==> src/rtl/uart_pkg.sv <==
// Shared definitions for the UART datapath blocks.
//   clog2     : ceiling log2 for sizing pointers, counters and indices
//   ser_state_e : word serializer FSM encoding
//   BYTE_W    : width of one serial byte
package uart_pkg;

    localparam int BYTE_W = 8;

    typedef enum logic {
        IDLE = 1'b0,
        SEND = 1'b1
    } ser_state_e;

    // Evaluated at elaboration only; loop bound keeps it synthesizable.
    function automatic int clog2(input int v);
        int r;
        r = 0;
        for (int i = 0; i < 31; i++) begin
            if ((1 << i) < v) r = i + 1;
        end
        return r;
    endfunction

endpackage

==> src/rtl/word_fifo.sv <==
// Synchronous word FIFO, DEPTH a power of two (>= 2).
//   clk, rst (async, active-high), ce (freezes all state when low)
//   push/din  : write request and data; ignored while full
//   pop       : read request; ignored while empty
//   dout      : head word, read through the registered read pointer
//   full/empty: derived from the registered occupancy count
module word_fifo
    import uart_pkg::*;
#(
    parameter int WIDTH = 16,
    parameter int DEPTH = 2
) (
    input  logic             clk,
    input  logic             rst,
    input  logic             ce,
    input  logic             push,
    input  logic [WIDTH-1:0] din,
    input  logic             pop,
    output logic [WIDTH-1:0] dout,
    output logic             full,
    output logic             empty
);

    localparam int AW = clog2(DEPTH);
    localparam int CW = AW + 1;   // one extra bit so full and empty differ

    logic [WIDTH-1:0] mem_q [DEPTH];
    logic [AW-1:0]    wr_ptr_q, rd_ptr_q;
    logic [CW-1:0]    count_q;
    logic             do_push, do_pop;

    assign full    = (count_q == CW'(DEPTH));
    assign empty   = (count_q == '0);
    // A full FIFO refuses writes even when a pop frees a slot this cycle.
    assign do_push = ce & push & ~full;
    assign do_pop  = ce & pop & ~empty;
    assign dout    = mem_q[rd_ptr_q];

    // Pointers wrap naturally because DEPTH is a power of two.
    always_ff @(posedge clk or posedge rst) begin
        if (rst) begin
            wr_ptr_q <= '0;
            rd_ptr_q <= '0;
            count_q  <= '0;
        end else begin
            if (do_push) wr_ptr_q <= wr_ptr_q + 1'b1;
            if (do_pop)  rd_ptr_q <= rd_ptr_q + 1'b1;
            case ({do_push, do_pop})
                2'b10:   count_q <= count_q + 1'b1;
                2'b01:   count_q <= count_q - 1'b1;
                default: count_q <= count_q;
            endcase
        end
    end

    // Storage needs no reset: contents are only visible once counted.
    always_ff @(posedge clk) begin
        if (do_push) mem_q[wr_ptr_q] <= din;
    end

endmodule

==> src/rtl/word_serializer.sv <==
// Word-to-byte serializer for the UART transmit path.
//   clk, rst (async, active-high), ce (freezes all state when low)
//   word_valid/word_ready/word : upstream word handshake into the FIFO
//   byte_valid/byte_ready/byte_out/byte_last : registered byte stream,
//                                byte_last marks the final byte of a word
//   busy : FIFO holds a word or a word is being sent
module word_serializer
    import uart_pkg::*;
#(
    parameter int NBYTES     = 2,
    parameter int FIFO_DEPTH = 2,
    parameter int MSB_FIRST  = 0
) (
    input  logic                     clk,
    input  logic                     rst,
    input  logic                     ce,
    input  logic                     word_valid,
    output logic                     word_ready,
    input  logic [BYTE_W*NBYTES-1:0] word,
    output logic                     byte_valid,
    input  logic                     byte_ready,
    output logic [BYTE_W-1:0]        byte_out,
    output logic                     byte_last,
    output logic                     busy
);

    localparam int WORD_W = BYTE_W * NBYTES;
    localparam int IW     = clog2(NBYTES);

    ser_state_e        state_q, state_d;
    logic [IW-1:0]     idx_q, idx_d;
    logic [WORD_W-1:0] shreg_q, shreg_d;
    logic [BYTE_W-1:0] byte_out_q, byte_out_d;
    logic              byte_valid_q, byte_valid_d;
    logic              byte_last_q, byte_last_d;

    logic [WORD_W-1:0] fifo_dout;
    logic              fifo_full, fifo_empty, fifo_pop;
    logic              last_idx;

    // Byte presented first from a word, and the word with that byte removed.
    function automatic logic [BYTE_W-1:0] head_byte(input logic [WORD_W-1:0] w);
        return (MSB_FIRST != 0) ? w[WORD_W-1 -: BYTE_W] : w[BYTE_W-1:0];
    endfunction

    function automatic logic [WORD_W-1:0] drop_byte(input logic [WORD_W-1:0] w);
        return (MSB_FIRST != 0) ? (w << BYTE_W) : (w >> BYTE_W);
    endfunction

    word_fifo #(
        .WIDTH (WORD_W),
        .DEPTH (FIFO_DEPTH)
    ) u_fifo (
        .clk   (clk),
        .rst   (rst),
        .ce    (ce),
        .push  (word_valid & word_ready),
        .din   (word),
        .pop   (fifo_pop),
        .dout  (fifo_dout),
        .full  (fifo_full),
        .empty (fifo_empty)
    );

    assign last_idx   = (idx_q == IW'(NBYTES - 1));
    assign word_ready = ~fifo_full;
    assign byte_valid = byte_valid_q;
    assign byte_out   = byte_out_q;
    assign byte_last  = byte_last_q;
    assign busy       = ~fifo_empty | (state_q == SEND);

    // State register
    always_ff @(posedge clk or posedge rst) begin
        if (rst) begin
            state_q      <= IDLE;
            idx_q        <= '0;
            shreg_q      <= '0;
            byte_out_q   <= '0;
            byte_valid_q <= 1'b0;
            byte_last_q  <= 1'b0;
        end else begin
            state_q      <= state_d;
            idx_q        <= idx_d;
            shreg_q      <= shreg_d;
            byte_out_q   <= byte_out_d;
            byte_valid_q <= byte_valid_d;
            byte_last_q  <= byte_last_d;
        end
    end

    // Next state
    always_comb begin
        state_d = state_q;
        if (ce) begin
            case (state_q)
                IDLE:    if (!fifo_empty) state_d = SEND;
                SEND:    if (byte_ready && last_idx && fifo_empty) state_d = IDLE;
                default: state_d = IDLE;
            endcase
        end
    end

    // Datapath / outputs. Everything holds by default, which is what keeps
    // the byte stream stable while the UART back-pressures.
    always_comb begin
        idx_d        = idx_q;
        shreg_d      = shreg_q;
        byte_out_d   = byte_out_q;
        byte_valid_d = byte_valid_q;
        byte_last_d  = byte_last_q;
        fifo_pop     = 1'b0;
        if (ce) begin
            if ((state_q == IDLE && !fifo_empty) ||
                (state_q == SEND && byte_ready && last_idx && !fifo_empty)) begin
                // Load the head word; back-to-back when already sending.
                fifo_pop     = 1'b1;
                idx_d        = '0;
                byte_valid_d = 1'b1;
                byte_last_d  = (NBYTES == 1);
                byte_out_d   = head_byte(fifo_dout);
                shreg_d      = drop_byte(fifo_dout);
            end else if (state_q == SEND && byte_ready && !last_idx) begin
                idx_d        = idx_q + 1'b1;
                byte_valid_d = 1'b1;
                byte_last_d  = (idx_q == IW'(NBYTES - 2));
                byte_out_d   = head_byte(shreg_q);
                shreg_d      = drop_byte(shreg_q);
            end else if (state_q == SEND && byte_ready) begin
                // Final byte taken and nothing queued.
                idx_d        = '0;
                byte_valid_d = 1'b0;
                byte_out_d   = '0;
                byte_last_d  = 1'b0;
            end
        end
    end

endmodule

==> config.mk <==
export PLATFORM = sky130hd
export DESIGN_NAME = word_serializer
export DESIGN_NICKNAME = d
export VERILOG_FILES = /design/src/rtl/uart_pkg.sv /design/src/rtl/word_fifo.sv /design/src/rtl/word_serializer.sv
export SDC_FILE = /design/constraint.sdc
export NUM_CORES = 1
export LEC_CHECK = 0
export ABC_AREA = 1
export CORE_MARGIN = 3
export CORE_UTILIZATION = 40
export CTS_CLUSTER_DIAMETER = 200
export DETAILED_ROUTE_END_ITERATION = 10
export SLEW_MARGIN = 20
export SYNTH_ARGS = -nofsm -noshare
export SYNTH_HDL_FRONTEND = slang
export SYNTH_HIERARCHICAL = 1
export SYNTH_SLANG_ARGS = --single-unit
export TNS_END_PERCENT = 50
==> constraint.sdc <==
create_clock -name clk -period 2 [get_ports clk]
set_input_delay 0.5 -clock clk [delete_from_list [all_inputs] [get_ports clk]]
set_output_delay 0.5 -clock clk [all_outputs]
set_load 0.005 [all_outputs]
After elaboration in Yosys (flattened, before gate mapping)
Memories as Yosys holds them, arrays and structs flattened.
Cells that the tools add are included.

word-level totals
  register bits after elaboration = 32
  word-level logic and storage cells = 64
  output and inout port bits = 12
  RAM bits = 32
  memories kept = 1
  input port bits = 21

memory list
  name          depth  width  rd ports  clocked after Yosys merged registers in  write ports  line             text
  u_fifo.mem_q  2      16     1         0                                        1            word_fifo.sv:27  logic [WIDTH-1:0] mem_q [DEPTH];

operators by class
  add/subtract/negate cells = 5
  eq/ne operators = 3
  bitwise operators = 10
  mux-type cells = 20
  reduce and logical (&&, ||, !) cells = 16

operators by type and width
  cell                 count
  $mux 16              2
  $mux 8               3
  $mux 1               13
  $logic_and 1x1->1    7
  $and 1x1->1          5
  $eq 2x2->1 const B   2
  $not 1->1            4
  $pmux 2 s2           1
  $reduce_and 2->1     2
  $reduce_bool 2->1    2
  $add 1x1->1 const B  3
  $reduce_bool 3->1    1
  $add 2x1->2 const B  1
  $eq 2x1->1 const B   1
  $logic_not 1->1      2
  $logic_not 2->1      1
  $pmux 1 s2           1
  $sub 2x1->2 const B  1
  $logic_or 1x1->1     1
  $or 1x1->1           1

Depth between registers and ports, before layout
  depth in word-level cells = 10
  gate-level depth with buffers = 13
  gate-level depth less buffers = 12

By module
Netlist, hierarchy kept.

by module, submodules not included
  module           area each (um2)  instances  cells an instance
  word_fifo        1,415.1          1          116
  word_serializer  973.4            1          104

Worst setup path after synthesis
No wires, ideal clock.

  path kind = reg2reg
  start = reg u_fifo.count_q[0]
  end = mem u_fifo.mem_q[1][0], enable pin
  data required time = 1.611 ns
  setup slack = 0.088 ns
  cell stages (with the launch flop) = 7
  clock period less this slack = 1.912 ns
  data arrival time = 1.523 ns
  path buffers = 0
  library setup time = 0.389 ns
  cells stage by stage = dfrtp_1 -> inv_1 -> nand2_2 -> inv_1 -> nor2_1 -> nand3_2 -> nor2_1

between the ends
  word-level cells in the longest chain between the ends = 7

ends and longest elaborated chain
  what                            line                                    text
  start: declaration              word_fifo.sv:29                         logic [CW-1:0] count_q;
  start signal: assignment        word_fifo.sv:49                         2'b10: count_q <= count_q + 1'b1;
  start signal: assignment        word_fifo.sv:50                         2'b01: count_q <= count_q - 1'b1;
  start signal: assignment        word_fifo.sv:51                         default: count_q <= count_q;
  $eq 2x2->1 *                    word_fifo.sv:32                         assign full = (count_q == CW'(DEPTH));
  net fifo_full                   word_serializer.sv:38                   logic fifo_full, fifo_empty, fifo_pop;
  $not 1->1 *                     word_fifo.sv:35, word_serializer.sv:66
  $and 1x1->1                     word_serializer.sv:57                   .push (word_valid & word_ready),
  $and 1x1->1                     word_fifo.sv:35                         assign do_push = ce & push & ~full;
  $and 1x1->1 *                   word_fifo.sv:35
  $mux 1 *                        word_fifo.sv:58                         if (do_push) mem_q[wr_ptr_q] <= din;
  $mux 1 (not written as such) *  word_fifo.sv:58
  end: declaration                word_fifo.sv:27

The timed path passes the listed nets; every way through them passes the cells marked *.

Worst setup path after layout
  start = reg u_fifo.count_q[0]
  end = out busy

between the ends
  word-level cells in the longest chain between the ends = 3

ends and longest elaborated chain
  what              line                   text
  $logic_not 2->1   word_fifo.sv:33        assign empty = (count_q == '0);
  net fifo_empty    word_serializer.sv:38
  $not 1->1         word_serializer.sv:70  assign busy = ~fifo_empty | (state_q == SEND);
  $or 1x1->1        word_serializer.sv:70
  end: declaration  word_serializer.sv:24  output logic busy

The timed path passes the listed nets, and every way through them passes these cells.

==> qor.yml <==
status: "complete, no violations"
synth_edf_count: 32
place_area_um2: 2840
clockBufferDepth: 2
setup_violations: 0
synthCells: 220
cts_buffers: 5
leakage_nw: 1.37
dp.cells: 329
cp-start-kind: "flip-flop"
synth_flop_cell: "edfxtp_1"
fin_crit_ns: 1.91
post-route-period-util: 0.955
power.density_nw_per_um2: 1230
place.gp.congestion: 0.720
p_clk_frac: 0.228
die_area_um2: 6930
skew_ns: 0.00356
cp-end-kind: "output port"
core_um2: 5640
first_global_vias: 1538
synthToLayoutAreaGrowth_pct: 25.5
synth_top_cell_area_share: 0.402
vias: 1588
path_clk_slew_ns: 0.09
finalInstanceArea_um2: 3000
avgSynthCellArea_um2: 10.9
grtUsageTotal: 0.125
ctsHoldBuffers: 0
layoutNonFillerInstCount: 340
path_class: "flip-flop to output port"
layout_commonest_cell: "nand2_1"
cts_sinks: 55
async_reset_ff_frac: 0.418
arrival_ns: 1.41
syn_area_um2: 2390
clock.fmax_ghz: 0.523
yosys_warnings: 6
first_iter_violations: 73
synthTopCellsByArea: "edfxtp_1 (40%), dfrtp_1 (24%), nand2_1 (15%)"
worst_slew_pin_slew_ns: 0.422
mostFrequentLayoutCells: "nand2_1 (94), edfxtp_1 (32), clkdlybuf4s50_1 (30)"
slew_violations: 0
hold_path.class: "input pin to async pin"
drt_pass1_iterations: 4
synth_fp_nets: 242
maxSlewHeadroom: 0.719
ctsRootBufferMaster: "clkbuf_8"
ctsHtreeMaxLevel: 2
rr_worst_depth: 11
die_h_um: 83.3
final_core_util: 0.531
drc: 0
antenna_found_initial: 0
synth_seq_cells: 55
routed_via_density: 4.67
p_sw_mw: 1.13
crit_required_ns: 1.50
rsz0062_at_grt: "false"
maxCapViolations: 0
grt_first_pass_wirelength_um: 7010
io_buffers: 32
layout-drive-gt1-share: 0.213
power_frac_seq: 0.458
grt_max_degree: 20
p_int_mw: 2.55
num_rows: 27
yosysTopAreaCell: "edfxtp_1"
hold_viol_final: 0
clk_latency_ns: 0.30
p_comb_frac: 0.314
dp_hpwl_um: 2950
antenna_cells_inserted: 0
antenna_left: 0
regArea_um2: 1540
ys_types: 24
irDropWorstVdd_uv: 623
fin_nets: 289
die_x_um: 83.3
switching_share: 0.306
cts_tree: "built"
start_util: 0.423
gr-total-overflow: 0
routed_wl_um: 4090
post_drt_wl_per_cell_um: 12.0
multiInputGateArea_um2: 721
ios: 33
worstPathMaxFanout: 4
ys_seq_area_frac: 0.643
nFillCells: 508
==> logic make-up after synthesis <==
logic type,count (synthesis),synth area share
buffers and inverters,23,0.0560
AND/OR/NAND/NOR,136,0.279
flip-flops,55,0.643
XOR/XNOR,1,0.00367
AO/OA/AOI/OAI,4,0.0126
adder cells (fa/ha/maj),1,0.00524
==> layout make-up <==
cell class	count	share of cell area
multi-input combinational	142	0.240
clock buffer	6	0.0242
timing repair buffer	46	0.149
sequential	55	0.513
clock inverter	2	0.0200
inverter	17	0.0234
tap	72	0.0301
==> worst paths after layout <==
path / start / endpoint / slack (ns)
worst max-delay path: u_fifo/count_q[0]$_DFFE_PP0P_ / busy / 0.09
worst min-delay path: rst / u_fifo/count_q[1]$_DFFE_PP0P_ / 0.41
worst max register to register: u_fifo/count_q[0]$_DFFE_PP0P_ / u_fifo/count_q[1]$_DFFE_PP0P_ / 0.27
worst min register to register: shreg_q[0]$_DFFE_PP0P_ / shreg_q[0]$_DFFE_PP0P_ / 0.48
max in group asynchronous: rst / byte_out[0]$_DFFE_PP0P_ / 1.26
min in group clk: shreg_q[0]$_DFFE_PP0P_ / shreg_q[0]$_DFFE_PP0P_ / 0.48
==> per-layer routing <==
layer	vias up	wire length (um)	global-route usage
met3	8	254	0.0347
met4	0	56	0.0401
met5	-	0	0
met1	727	1890	0.156
li1	809	-	-
met2	44	1900	0.209
==> repair_timing <==
item | in CTS | in global routing
hold endpoints to repair | 0 | 0
endpoints found under the setup margin | 2 | 0
resized for setup | 3 | 0
setup buffers | 3 | 0
==> Yosys cell counts (all sizes together), types with 2 or more instances <==
cell type  instances
dfrtp             23
nor2               5
o21ai              2
buf                6
inv               16
edfxtp            32
nand2            110
nand3             10
nand4             10
==> power groups by stage <==
stage                     Sequential [mW]  Clock, mW  Combinational, mW
final                                1.68      0.838               1.16
after global routing                 1.72      0.909               1.29
after CTS                            1.69      0.858               1.18
after detailed placement             1.72          0               1.13
after global placement               1.71          0               1.11
after floorplan                      1.67          0              0.725
==> worst max-delay path, cell delays in order (launching register included) <==
cell and delay (ns):
dfrtp_1 0.43, nor2_2 0.13, inv_2 0.06, or2_4 0.23, dlygate4sd2_1 0.26
==> flip-flops by register name, indices dropped and copies added (netlist names) <==
| name | flops |
|---|---|
| u_fifo/rd_ptr_q | 1 |
| u_fifo/count_q | 2 |
| byte_out | 8 |
| u_fifo/mem_q | 32 |
| u_fifo/wr_ptr_q | 1 |
| state_q | 1 |
| shreg_q | 8 |
| byte_valid | 1 |
| idx_q | 1 |
==> metrics by stage <==
step | total power [mW] | TNS (ns) | worst slack, ns | hold WS, ns
floorplan | 2.39 | 0 | 0.0884 | 0.266
global placement | 2.81 | -0.0890 | -0.0890 | 0.454
detailed placement | 2.84 | -0.143 | -0.130 | 0.464
CTS | 3.72 | 0 | 0.0798 | 0.401
global route | 3.92 | 0 | 0.00388 | 0.419
finish | 3.68 | 0 | 0.0894 | 0.408
(Power assumes the default switching activity.)
